## src/rtl/sdram_stream_pkg.sv

```systemverilog
// Shared definitions for the SDRAM stream test path: scheduler state
// encoding and default widths/sizes used by the scheduler and its FIFO.
package sdram_stream_pkg;

  localparam int DEF_DATA_W     = 32;
  localparam int DEF_ADDR_W     = 22;
  localparam int DEF_BURST_LEN  = 8;
  localparam int DEF_FIFO_DEPTH = 16;

  typedef enum logic [2:0] {
    S_IDLE,
    S_FILL,
    S_REQ,
    S_XFER,
    S_FINISH
  } state_t;

endpackage

```

## src/rtl/sync_fifo.sv

```systemverilog
// Show-ahead synchronous FIFO with occupancy count. A push and a pop in the
// same cycle are both accepted even when full. clr empties the FIFO
// synchronously, exactly like rst but under the owner's control.
module sync_fifo
  import sdram_stream_pkg::*;
#(
  parameter int DATA_W     = DEF_DATA_W,
  parameter int FIFO_DEPTH = DEF_FIFO_DEPTH,
  localparam int AW        = $clog2(FIFO_DEPTH)
) (
  input  logic              clk,
  input  logic              rst,
  input  logic              clr,
  input  logic              push,
  input  logic [DATA_W-1:0] din,
  input  logic              pop,
  output logic [DATA_W-1:0] dout,
  output logic [AW:0]       count,
  output logic              full,
  output logic              empty
);

  logic [DATA_W-1:0] mem [FIFO_DEPTH];
  logic [AW-1:0]     wr_ptr_q, wr_ptr_d;
  logic [AW-1:0]     rd_ptr_q, rd_ptr_d;
  logic [AW:0]       count_q, count_d;
  logic              push_ok, pop_ok;

  assign full  = (count_q == (AW+1)'(FIFO_DEPTH));
  assign empty = (count_q == '0);
  assign count = count_q;
  assign dout  = mem[rd_ptr_q];

  // Pointer and occupancy update; a pop frees the slot a same-cycle push needs.
  always_comb begin
    pop_ok   = pop && !empty;
    push_ok  = push && (!full || pop_ok);
    wr_ptr_d = wr_ptr_q;
    rd_ptr_d = rd_ptr_q;
    count_d  = count_q;
    if (clr) begin
      wr_ptr_d = '0;
      rd_ptr_d = '0;
      count_d  = '0;
    end else begin
      if (push_ok) wr_ptr_d = wr_ptr_q + AW'(1);
      if (pop_ok)  rd_ptr_d = rd_ptr_q + AW'(1);
      case ({push_ok, pop_ok})
        2'b10:   count_d = count_q + (AW+1)'(1);
        2'b01:   count_d = count_q - (AW+1)'(1);
        default: count_d = count_q;
      endcase
    end
  end

  // Control state registers.
  always_ff @(posedge clk) begin
    if (rst) begin
      wr_ptr_q <= '0;
      rd_ptr_q <= '0;
      count_q  <= '0;
    end else begin
      wr_ptr_q <= wr_ptr_d;
      rd_ptr_q <= rd_ptr_d;
      count_q  <= count_d;
    end
  end

  // Storage write; contents are never reset, only the pointers are.
  always_ff @(posedge clk) begin
    if (push_ok && !clr) mem[wr_ptr_q] <= din;
  end

endmodule

```

## src/rtl/stream_write_scheduler.sv

```systemverilog
// Runs one stream-to-SDRAM test: enables the counter generator, buffers its
// words, and issues fixed-length burst writes at consecutive addresses
// until the requested number of bursts has been written.
module stream_write_scheduler
  import sdram_stream_pkg::*;
#(
  parameter int DATA_W     = DEF_DATA_W,
  parameter int ADDR_W     = DEF_ADDR_W,
  parameter int BURST_LEN  = DEF_BURST_LEN,
  parameter int FIFO_DEPTH = DEF_FIFO_DEPTH
) (
  input  logic              clk,
  input  logic              rst,
  input  logic              start,
  input  logic [ADDR_W-1:0] base_addr,
  input  logic [15:0]       num_bursts,
  output logic              gen_enable,
  input  logic [DATA_W-1:0] gen_data,
  input  logic              gen_valid,
  output logic              wr_req,
  output logic [ADDR_W-1:0] wr_addr,
  input  logic              wr_ack,
  output logic [DATA_W-1:0] wr_data,
  input  logic              wr_data_next,
  output logic              busy,
  output logic              done,
  output logic              overflow
);

  localparam int LB  = $clog2(BURST_LEN);
  localparam int CW  = 16 + LB;
  localparam int FAW = $clog2(FIFO_DEPTH);

  state_t            state_q, state_d;
  logic [ADDR_W-1:0] base_q, base_d;
  logic [15:0]       nb_q, nb_d;
  logic [15:0]       bidx_q, bidx_d;
  logic [CW-1:0]     pushed_q, pushed_d;
  logic [LB-1:0]     beat_q, beat_d;
  logic              ovf_q, ovf_d;
  logic              gen_en_q, gen_en_d;
  logic              req_q, req_d;
  logic [ADDR_W-1:0] addr_q, addr_d;
  logic              done_q, done_d;

  logic              fifo_clr;
  logic              fifo_full, fifo_empty;
  logic [FAW:0]      fifo_count;
  logic              push_evt, pop_req, gen_done, beat;
  logic [CW-1:0]     total_words;
  logic [ADDR_W-1:0] addr_off;

  assign total_words = {nb_q, {LB{1'b0}}};
  assign push_evt    = gen_valid && gen_en_q;
  assign pop_req     = wr_data_next && (state_q == S_XFER);
  assign gen_done    = (pushed_q == total_words);
  // Dropped words leave the FIFO short at the end of the run; once the
  // generator is finished an empty-FIFO beat is counted anyway (data
  // undefined) so the run still completes its programmed burst count.
  assign beat        = pop_req && (!fifo_empty || gen_done);
  assign addr_off    = ADDR_W'({bidx_q, {LB{1'b0}}});

  sync_fifo #(
    .DATA_W     (DATA_W),
    .FIFO_DEPTH (FIFO_DEPTH)
  ) u_fifo (
    .clk   (clk),
    .rst   (rst),
    .clr   (fifo_clr),
    .push  (push_evt),
    .din   (gen_data),
    .pop   (pop_req),
    .dout  (wr_data),
    .count (fifo_count),
    .full  (fifo_full),
    .empty (fifo_empty)
  );

  // Next-state, run counters, address generation and output decode.
  always_comb begin
    state_d  = state_q;
    base_d   = base_q;
    nb_d     = nb_q;
    bidx_d   = bidx_q;
    pushed_d = pushed_q;
    beat_d   = beat_q;
    ovf_d    = ovf_q;
    gen_en_d = gen_en_q;
    req_d    = req_q;
    addr_d   = addr_q;
    done_d   = 1'b0;
    fifo_clr = 1'b0;

    if (state_q != S_IDLE) begin
      if (push_evt) begin
        pushed_d = pushed_q + CW'(1);
        if (fifo_full && !pop_req) ovf_d = 1'b1;
      end
      gen_en_d = gen_en_q && (pushed_d != total_words);
    end

    case (state_q)
      S_IDLE: begin
        if (start) begin
          base_d   = base_addr;
          nb_d     = num_bursts;
          bidx_d   = '0;
          pushed_d = '0;
          beat_d   = '0;
          ovf_d    = 1'b0;
          fifo_clr = 1'b1;
          if (num_bursts == '0) begin
            state_d  = S_FINISH;
            done_d   = 1'b1;
            gen_en_d = 1'b0;
          end else begin
            state_d  = S_FILL;
            gen_en_d = 1'b1;
          end
        end
      end
      S_FILL: begin
        if ((fifo_count >= (FAW+1)'(BURST_LEN)) || gen_done) begin
          state_d = S_REQ;
          req_d   = 1'b1;
          addr_d  = base_q + addr_off;
        end
      end
      S_REQ: begin
        if (wr_ack) begin
          state_d = S_XFER;
          req_d   = 1'b0;
          beat_d  = '0;
        end
      end
      S_XFER: begin
        if (beat) begin
          if (beat_q == LB'(BURST_LEN - 1)) begin
            beat_d = '0;
            bidx_d = bidx_q + 16'd1;
            if ((bidx_q + 16'd1) < nb_q) begin
              state_d = S_FILL;
            end else begin
              state_d  = S_FINISH;
              done_d   = 1'b1;
              gen_en_d = 1'b0;
            end
          end else begin
            beat_d = beat_q + LB'(1);
          end
        end
      end
      S_FINISH: begin
        state_d  = S_IDLE;
        gen_en_d = 1'b0;
      end
      default: begin
        state_d  = S_IDLE;
        gen_en_d = 1'b0;
        req_d    = 1'b0;
      end
    endcase
  end

  // Control and output registers; reset aborts a run without a done pulse.
  always_ff @(posedge clk) begin
    if (rst) begin
      state_q  <= S_IDLE;
      bidx_q   <= '0;
      pushed_q <= '0;
      beat_q   <= '0;
      ovf_q    <= 1'b0;
      gen_en_q <= 1'b0;
      req_q    <= 1'b0;
      addr_q   <= '0;
      done_q   <= 1'b0;
    end else begin
      state_q  <= state_d;
      bidx_q   <= bidx_d;
      pushed_q <= pushed_d;
      beat_q   <= beat_d;
      ovf_q    <= ovf_d;
      gen_en_q <= gen_en_d;
      req_q    <= req_d;
      addr_q   <= addr_d;
      done_q   <= done_d;
    end
  end

  // Run parameters latched on an accepted start; they carry no reset.
  always_ff @(posedge clk) begin
    base_q <= base_d;
    nb_q   <= nb_d;
  end

  assign gen_enable = gen_en_q;
  assign wr_req     = req_q;
  assign wr_addr    = addr_q;
  assign busy       = (state_q != S_IDLE);
  assign done       = done_q;
  assign overflow   = ovf_q;

endmodule
```

## config.mk

```make
export PLATFORM = sky130hd
export DESIGN_NAME = stream_write_scheduler
export DESIGN_NICKNAME = d
export VERILOG_FILES = /design/src/rtl/sdram_stream_pkg.sv /design/src/rtl/sync_fifo.sv /design/src/rtl/stream_write_scheduler.sv
export SDC_FILE = /design/constraint.sdc
export NUM_CORES = 1
export LEC_CHECK = 0
export ABC_AREA = 0
export BUFFER_PORTS_ARGS = -buffer_cell sky130_fd_sc_hd__buf_2
export CORE_ASPECT_RATIO = 1.75
export CORE_MARGIN = 1.5
export CORE_UTILIZATION = 66
export CTS_BUF_LIST = sky130_fd_sc_hd__clkbuf_8
export CTS_CLUSTER_SIZE = 14
export DETAILED_ROUTE_END_ITERATION = 6
export PLACE_DENSITY = 0.85
export SKIP_LAST_GASP = 1
export SLEW_MARGIN = 20
export SYNTH_ARGS = -nofsm -noshare
export SYNTH_HDL_FRONTEND = slang
export SYNTH_SLANG_ARGS = --single-unit
```

## constraint.sdc

```tcl
create_clock -name clk -period 11.7 [get_ports clk]
set_input_delay 0 -clock clk [delete_from_list [all_inputs] [get_ports clk]]
set_output_delay 0 -clock clk [all_outputs]
set_load 0.02 [all_outputs]
```

==> results of run 1 <==
## per-stage QoR
step | utilization (%) | cells | power (mW)
final | 76.94 | 2342 | 4.964
after global routing | 76.93 | 2341 | 5.120
after CTS | 76.91 | 2340 | 4.973
after detailed placement | 70.27 | 2107 | 3.162
after global placement | 70.27 | 2107 | 3.144
after floorplan | - | 1538 | 2.977
## per-layer routing
layer | share of wire, % | GRT usage, % | vias up
met5 | 0 | 0 | -
met1 | 32 | 34.48 | 7798
met4 | 5.3 | 18.21 | 0
met2 | 56 | 59.85 | 849
met3 | 6.3 | 4.611 | 187
li1 | - | - | 6605
## power groups by stage
stage | combinational, mW | clock [mW] | sequential (mW)
final | 0.553 | 1.82 | 2.60
after global routing | 0.593 | 1.93 | 2.60
after CTS | 0.546 | 1.83 | 2.59
after detailed placement | 0.522 | 0 | 2.64
after global placement | 0.508 | 0 | 2.64
after floorplan | 0.325 | 0 | 2.65
## critical path, stage by stage (launching register included)
cell and delay, ns:
dfxtp_1 0.60, and3b_1 0.51, nand2_1 0.16, nand4b_1 0.15
and2_1 0.26, inv_1 0.10, nor2_1 0.27, nand2_1 0.31
nor2_4 0.45, buf_4 0.49
## timing repair
item	CTS	global route
endpoints found under the setup margin	0	0
hold endpoints to repair	578	0
hold buffers	75	0
## registers in the layout, indices dropped and copies added, names as in the netlist, named ones only
name / count
base_q: 22
beat_q: 3
bidx_q: 16
done: 1
gen_enable: 1
nb_q: 16
overflow: 1
pushed_q: 19
state_q: 3
u_fifo.count: 5
u_fifo.mem: 512
u_fifo.rd_ptr_q: 4
u_fifo.wr_ptr_q: 4
wr_addr: 22
wr_req: 1
## area by class of cell
type	count	area (sq um)	share of cell area, %
flip-flops and latches	634	18210	60.44
clock inverters	67	596.8	1.981
repair buffers	233	1605	5.329
multi-input cells	790	7715	25.61
well taps	490	613.1	2.035
diodes	2	5.005	0.01661
clock buffers	91	1252	4.157
inverters	35	131.4	0.4361
## worst paths after layout
path | startpoint | end | slack (ns)
worst max-delay path | state_q[0]$_SDFFE_PP0P_ | u_fifo.mem[12][10]$_DFFE_PP_ | 7.96
worst min-delay path | base_addr[18] | base_q[18]$_DFFE_PP_ | 0.07
worst max register to register | state_q[0]$_SDFFE_PP0P_ | u_fifo.mem[12][10]$_DFFE_PP_ | 7.96
worst min register to register | wr_addr[7]$_SDFFE_PP0P_ | wr_addr[7]$_SDFFE_PP0P_ | 0.46
## synth_stat cells, types with 12 or more instances
master and count:
a21oi_1 55, o21ai_0 34, nand4_1 16, nor2_1 99
xor2_1 29, xnor2_1 38, mux4_2 160, nor4_1 19
nand3_1 28, ha_1 45, nor3_1 25, clkbuf_1 57
buf_1 14, nand3b_1 12, a211oi_1 12, dfxtp_1 84
edfxtp_1 550, inv_1 34, nand2_1 82
## kinds of logic (layout without fill, tap and decap cells)
kind of cell,count (synthesis),in the layout,synth area share (%)
compound gates,174,174,4.247
xor+xnor,67,67,2.236
fa+ha+maj,47,47,2.298
buf+inv,114,426,1.721
flops,634,634,69.33
mux,162,162,13.80
other cells,0,2,0
simple gates,340,340,6.364
==> flow_summary.ini, run 1 <==
[yosys]
synthFlopType = edfxtp_1
synth_nets = 1661
synth_top_area_cell = edfxtp_1
netlist_area_sq_um = 26250
synth_edf_count = 550
yosys-top-cells-area = edfxtp_1 63%, mux4_2 14%, dfxtp_1 6.4%
yosys.area.top_type_share_pct = 62.92
async_reset_ff_share_pct = 0
yosys_warnings = 0
ys_types = 64
syn_inst = 1538
seq_area_frac_synth_pct = 69.33
ys_seq_elements = 634
syn_area_per_cell_sq_um = 17.07

[setup_path]
cp.arrival_ns = 4.01
path_max_fanout = 23
crit_required_ns = 11.97
startpoint_type = flip-flop
path_class = flip-flop to flip-flop
end_kind = flip-flop
r2r_cells = 9

[placement]
portBuffers = 134
place_area_sq_um = 27520
hpwl_mm = 37.35
gp_congestion = 0.9155
place_ws_ns = 8.100

[finish]
drive_gt1_share_pct = 25.73
layout.cells.most_common_list = 550 x edfxtp_1, 160 x mux4_2, 134 x buf_2
stdcell_area_sq_um = 30130
fill_cells = 2102
final_common_cell = edfxtp_1
final_nets = 1904
area_growth_pct = 14.78

[clock_network]
clkTransAtPathRegs_ns = 0.07
cts_setup_buffers = 0
cts_buffer_depth = 3
insertion_delay_ns = 0.65
clkSinkCount = 634
root_buffer = clkbuf_8
cts-htree-levels = 3
cts_tree = done
post_cts_resized = 0
cts_made_buffers = 87

[pwr]
ir_drop_mv = 0.1499
p_sw_mw = 1.264
p_comb_share_pct = 11.1
p_per_area_nw_per_um2 = 164.8
power_frac_seq_pct = 52.3
sw_frac_of_total_pct = 25.47
clock_power_share_pct = 36.6
p_int_mw = 3.700
p_leak_nw = 10.02

[global_route]
antenna_found_initial = 2
grt_pass1_wl_mm = 95.34
grt_pass1_vias = 16110
grt-ovfl-total = 0
grt_util_all_layers_pct = 32.04
grt_max_degree = 67

[timing]
hold_violations = 0
layout_min_cycle_time_ns = 3.740
finalMaxSlewViolations = 0
min_period_over_period_pct = 31.96
max_slew_margin_pct = 23.35
setup_viol = 0
setup_ws_ns = 7.960
grt_setup_unrepaired = false
worst_pin_slew_ns = 1.150
tns_ns = 0
holdWs_ns = 0.07212
fmax_mhz = 267.4
skew_ns = 0.02501

[route]
vias_per_cell = 6.592
first_pass_iters = 7
wl_mm = 63.99
num_vias = 15440
drtIter0Drc = 1253
wl_per_cell_um = 27.32
ant_nets = 0
drc_errors = 1

[status]
violations = design-rule violations
outcome = finished with violations

[hold_path]
min_path_type = primary input to flip-flop
min_path_cells = 2

[die]
die-area_sq_um = 41020
fp.dieH_um = 266.8
core_area_sq_um = 39160
fp-row-count = 96
pin_count = 135
start_util_pct = 67.03
die_x_um = 153.8

[run]
maxCapViolCount = 0
(Power assumes the default switching activity.)
==> run 2, diff against run 1 <==
ABC_AREA = 1   (was 0)
CORE_UTILIZATION = 57   (was 66)
PLACE_DENSITY = 0.78   (was 0.85)
clock period = 3.3 ns   (was 11.7 ns; I/O delays follow)
==> run 2 against run 1 <==
  * The flow now finishes without violations
  * Register-to-register slack got worse by 7.6 ns
  * Total power rose to 3.3 times the previous value
  * First-iteration DRC count increased by 18%
  * Via count grew 20%
  * Clock power rose to 3.2 times the previous value
  * Sequential share of layout area decreased by 2.6 points
  * Maximum frequency rose by 26%
  * Die area rose by 21%
  * Highest routed layer unchanged
  * Setup slack lost 7.6 ns
  * Sequential power increased to 3.5 times the previous value
  * Count of clock-buffer cells in the layout is 3 lower
  * Largest power group unchanged
==> flow_summary.ini, run 2 <==
[status]
outcome = completed

[setup_path]
cp.arrival_ns = 3.53
startpoint_type = flip-flop
crit_required_ns = 3.87
path_max_fanout = 4
regToRegSetupSlack_ns = 0.34
path_class = flip-flop to flip-flop
end_kind = flip-flop

[yosys]
synthFlopType = edfxtp_1
ys_top_cells_by_count = 550 x edfxtp_1, 250 x inv_1, 230 x nand2_1, 206 x o21ai_0, 202 x a21oi_1
ys_seq_elements = 634
syn_area_per_cell_sq_um = 11.97
synth_top_area_cell = edfxtp_1
yosysMostFrequentCell = edfxtp_1
yosys.area.top_type_share_pct = 60.25
netlist_area_sq_um = 27410
seq_area_frac_synth_pct = 66.38
synth_nets = 2413
async_reset_ff_share_pct = 0
yosys_warnings = 0
synth_edf_count = 550
ys_types = 49
syn_inst = 2290
yosys-top-cells-area = edfxtp_1 60%, dfxtp_1 6.1%, mux2i_1 4.7%

[die]
die-area_sq_um = 49470
pin_count = 135
start_util_pct = 57.58
fp.dieH_um = 293.1
fp-row-count = 106
core_area_sq_um = 47610
die_x_um = 168.8

[placement]
post-place-cells = 2961
gp_congestion = 0.9322
portBuffers = 134
place_ws_ns = 0.2797
hpwl_mm = 39.65
place_area_sq_um = 29030

[global_route]
grt_pass1_wl_mm = 99.75
grt_max_degree = 97
grt_util_all_layers_pct = 26.44
antenna_found_initial = 2
grt_pass1_vias = 19000
grt-ovfl-total = 0

[route]
routed.top_layer = met4
num_vias = 18450
drc_errors = 0
wl_mm = 64.84
route.met3.wl_mm = 3.586
drt-met1-wl_mm = 22.73
first_pass_iters = 5
drtIter0Drc = 1474
vias_per_cell = 5.770
wl_per_cell_um = 20.27
ant_nets = 0
wl_met2_mm = 35.45

[clock_network]
clkSinkCount = 634
cts_tree = done
cts-htree-levels = 3
root_buffer = clkbuf_8
cts_made_buffers = 86
insertion_delay_ns = 0.68
clkTransAtPathRegs_ns = 0.07
cts_buffer_depth = 3

[finish]
fin_cells = 3198
fill_cells = 3403
largest_reg_flops = 512
drive_gt1_share_pct = 14.49
area_growth_pct = 14.97
final_nets = 2654
top_register = u_fifo.mem
layout.cells.most_common_list = 550 x edfxtp_1, 267 x inv_1, 230 x nand2_1
final_common_cell = edfxtp_1
stdcell_area_sq_um = 31520

[timing]
worst_pin_slew_ns = 1.157
min_period_over_period_pct = 89.77
finalMaxSlewViolations = 0
setup_ws_ns = 0.3376
layout_min_cycle_time_ns = 2.962
hold_violations = 0
max_slew_margin_pct = 22.85
fmax_mhz = 337.6
skew_ns = 0.03755
grt_setup_unrepaired = false
holdWs_ns = 0.05773
setup_viol = 0

[pwr]
p_per_area_nw_per_um2 = 526.0
p_leak_nw = 11.31
ir_drop_mv = 0.3842

[hold_path]
min_path_type = primary input to flip-flop

[run]
maxCapViolCount = 0
run 2: cell count changes after synthesis, sizes merged, moves of 12 or more:
| cell | change |
|---|---|
| clkbuf | +16 |
| mux4 | -160 |
| o21ai | +173 |
| nand2 | +156 |
| a21oi | +153 |
| nand3 | +55 |
| o211ai | +123 |
| buf | +12 |
| xnor2 | -23 |
| inv | +221 |
| nor2 | +25 |
| mux2i | +126 |
| nor4 | -12 |
run 2: worst paths after layout:
check / from / endpoint / cells after the start
max: bidx_q[0]$_SDFFE_PP0P_ / state_q[0]$_SDFFE_PP0P_ / 17
min: base_addr[3] / base_q[3]$_DFFE_PP_ / 2
min reg2reg: beat_q[2]$_SDFFE_PP0P_ / beat_q[2]$_SDFFE_PP0P_ / 2
max reg2reg: bidx_q[0]$_SDFFE_PP0P_ / state_q[0]$_SDFFE_PP0P_ / 17
run 2: critical path, stage by stage (launching register included):
cell	delay, ns
dfxtp_1	0.34
ha_1	0.18
nand2_1	0.07
nor2_2	0.13
nand3_2	0.12
nor3_4	0.25
nand3_1	0.12
nor3_2	0.14
xor2_1	0.26
ha_1	0.28
nand2_1	0.11
o21ai_0	0.12
a21oi_1	0.19
a21boi_0	0.23
nand2_1	0.07
nand3_1	0.08
nand2_1	0.05
a21oi_1	0.13
run 2: logic make-up (layout without fill, tap and decap cells):
logic type | count (synthesis) | in the layout | share of synthesized area [%]
AO/OA/AOI/OAI | 580 | 580 | 12.30
XOR/XNOR | 48 | 48 | 1.584
adder cells (fa/ha/maj) | 47 | 47 | 2.200
buffers and inverters | 363 | 675 | 5.139
flip-flops | 634 | 634 | 66.38
multiplexers | 128 | 128 | 4.674
other | 0 | 2 | 0
AND/OR/NAND/NOR | 490 | 490 | 7.722
run 2: routing by layer:
metal,GRT usage [%],up-vias
met5,0,-
met4,13.92,0
met3,4.176,160
met2,50.00,649
met1,27.85,8918
li1,-,8724
run 2: what timing repair did:
action	CTS	global route
buffers inserted	0	1
resized for setup	0	4
endpoints found under the setup margin	0	2
endpoints found under the hold margin	593	0
hold buffers	75	0
run 2: cell type report:
cell class	instances	area [sq um]	area share, %
clock buffers	88	1211	3.843
well taps	594	743.2	2.358
diodes	2	5.005	0.01588
clock inverters	71	491.7	1.560
flip-flops and latches	634	18220	57.79
inverters	256	962.2	3.053
multi-input cells	1293	7948	25.22
repair buffers	260	1942	6.161
run 2: stage by stage:
step                total power, mW  util [%]  TNS [ns]
global placement              10.76     60.97         0
finish                        16.58     66.20         0
global route                  17.17     66.20         0
CTS                           16.67     66.13         0
detailed placement            10.80     60.97         0
floorplan                     10.17         -    -48.01
run 2: report_power, final:
part           internal (mW)  switching [mW]  total [mW]
logic                  0.502            1.08        1.58
registers               8.97           0.159        9.13
clock network           2.88            2.99        5.87
==> run 3, diff against run 2 <==
==> constraint.sdc (replaced) <==
create_clock -name clk -period 3.3 [get_ports clk]
set_input_delay 0.33 -clock clk [delete_from_list [all_inputs] [get_ports clk]]
set_output_delay 0.33 -clock clk [all_outputs]
set_load 0.02 [all_outputs]
==> run 3 against run 2 <==
  * Combinational power is essentially flat
  * Register-to-register slack got worse by 0.07 ns
  * Global-route usage decreased by 0.058 points
  * Sequential share of layout area increased by 0.96 points
  * Clock power decreased by 3.4%
  * Critical path depth up 1
  * Total power shrank 1.4%
  * Final area decreased by 1.6%
  * Worst hold slack worse by 0.012 ns
==> flow_summary.ini, run 3 (same netlist as run 2, synthesis figures left out) <==
[clock_network]
cts_buffer_depth = 3
cts_made_buffers = 87
insertion_delay_ns = 0.67
clkSinkCount = 634
cts-htree-levels = 3
clkTransAtPathRegs_ns = 0.07
cts_setup_buffers = 0
cts_tree = done
root_buffer = clkbuf_8

[setup_path]
cp.arrival_ns = 3.51
path_max_fanout = 4
reg2reg_from = bidx_q[1]$_SDFFE_PP0P_
startpoint = bidx_q[1]$_SDFFE_PP0P_
path_class = flip-flop to flip-flop
crit_required_ns = 3.78
r2r_cells = 18
startpoint_type = flip-flop
r2r-end = gen_enable$_SDFF_PP0_
end_kind = flip-flop
regToRegSetupSlack_ns = 0.27

[route]
drc_errors = 0
routed.top_layer = met5
ant_nets = 0
vias_per_cell = 5.808
wl_met2_mm = 35.53
wl_mm = 64.16
first_pass_iters = 5
route.met3.wl_mm = 3.440
num_vias = 18270
drtIter0Drc = 1521
drt-met1-wl_mm = 22.50
wl_per_cell_um = 20.39

[die]
fp.dieH_um = 293.1
die_x_um = 168.8
die-area_sq_um = 49470
pin_count = 135
core_area_sq_um = 47610
start_util_pct = 57.58
fp-row-count = 106

[timing]
hold_violations = 0
skew_ns = 0.03895
holdWs_ns = 0.04606
min_period_over_period_pct = 91.84
max_slew_margin_pct = 42.84
grt_setup_unrepaired = false
fmax_mhz = 330.0
finalMaxSlewViolations = 0
worst_pin_slew_ns = 0.8574
tns_ns = 0
setup_ws_ns = 0.2692
setup_viol = 0
layout_min_cycle_time_ns = 3.031

[finish]
layout.cells.most_common_list = 550 x edfxtp_1, 265 x inv_1, 230 x nand2_1
fill_cells = 3526
fin_cells = 3146
area_growth_pct = 13.10
top_register = u_fifo.mem
final_common_cell = edfxtp_1
drive_gt1_share_pct = 13.99
final_nets = 2612
largest_reg_flops = 512

[hold_path]
min-delay-start = gen_data[11]
hold_end = u_fifo.mem[13][11]$_DFFE_PP_
min_path_cells = 1
min_path_type = primary input to flip-flop

[placement]
gp_congestion = 0.9078
place_ws_ns = 0.1935
hpwl_mm = 39.13
post-place-cells = 2953
portBuffers = 134

[pwr]
power_frac_seq_pct = 55.8
p_leak_nw = 11.07
sw_frac_of_total_pct = 25.37
p_comb_share_pct = 9.5
p_per_area_nw_per_um2 = 527.4
ir_drop_mv = 0.5014
report.power.total_mw = 16.35
p_int_mw = 12.20
clock_power_share_pct = 34.7
p_sw_mw = 4.148

[global_route]
grt_util_all_layers_pct = 26.38
grt_pass1_vias = 18900
antenna_found_initial = 3
grt-ovfl-total = 0
grt_max_degree = 140
grt_pass1_wl_mm = 99.94

[status]
outcome = completed

[run]
maxCapViolCount = 0
[run 3: cell type report]
type                    instances  area [sq um]  share of cell area [%]
well taps                     594         743.2                   2.397
inverters                     256         962.2                   3.103
diodes                          1         2.502                0.008071
multi-input cells            1293          7945                   25.63
clock buffers                  88          1211                   3.906
clock inverters                63         404.1                   1.303
repair buffers                217          1521                   4.907
flip-flops and latches        634         18220                   58.75
[run 3: timing repair]
item                                    4_1_cts  5_1_grt
hold buffers                                 41        0
resized for setup                             0        3
endpoints found under the setup margin        0        2
hold endpoints to repair                     59        0
[run 3: how the worst max path moves through the flow]
stage	to	slack [ns]
CTS	gen_enable$_SDFF_PP0_	0.16
global placement	gen_enable$_SDFF_PP0_	0.22
global route	gen_enable$_SDFF_PP0_	0.03
floorplan	u_fifo.mem[15][0]$_DFFE_PP_	-0.38
finish	gen_enable$_SDFF_PP0_	0.27
detailed placement	gen_enable$_SDFF_PP0_	0.19
[run 3: worst max-delay path, cell delays in order (launching register included)]
cell	delay [ns]
dfxtp_1	0.35
ha_1	0.18
nand2_1	0.06
nor2_1	0.18
nand3_2	0.14
nor3_4	0.21
nand3_1	0.12
nor3_2	0.13
xor2_1	0.12
ha_1	0.29
nand2_1	0.08
nor4_2	0.36
nand2_1	0.09
a21oi_1	0.16
nand2_1	0.12
nand2_1	0.07
nand2_1	0.04
nand3_1	0.07
a21oi_1	0.06
[run 3: power by group through the flow]
stage / registers [mW] / clock network [mW] / logic [mW]
6_report: 9.12 / 5.67 / 1.56
5_1_grt: 9.14 / 6.10 / 1.72
4_1_cts: 9.12 / 5.78 / 1.56
3_5_place_dp: 9.29 / 0 / 1.51
3_3_place_gp: 9.28 / 0 / 1.48
2_1_floorplan: 9.25 / 0 / 0.919
[run 3: through the flow]
step	area (sq um)	utilization, %
global route	31000	65.12
global placement	28960	60.82
finish	31000	65.12
CTS	30980	65.08
detailed placement	28960	60.82
floorplan	27430	-
[run 3: layer usage]
metal / vias up / track usage [%]
met5: - / 0
met4: 4 / 12.67
met3: 150 / 4.149
met2: 624 / 50.54
met1: 8883 / 27.71
li1: 8610 / -
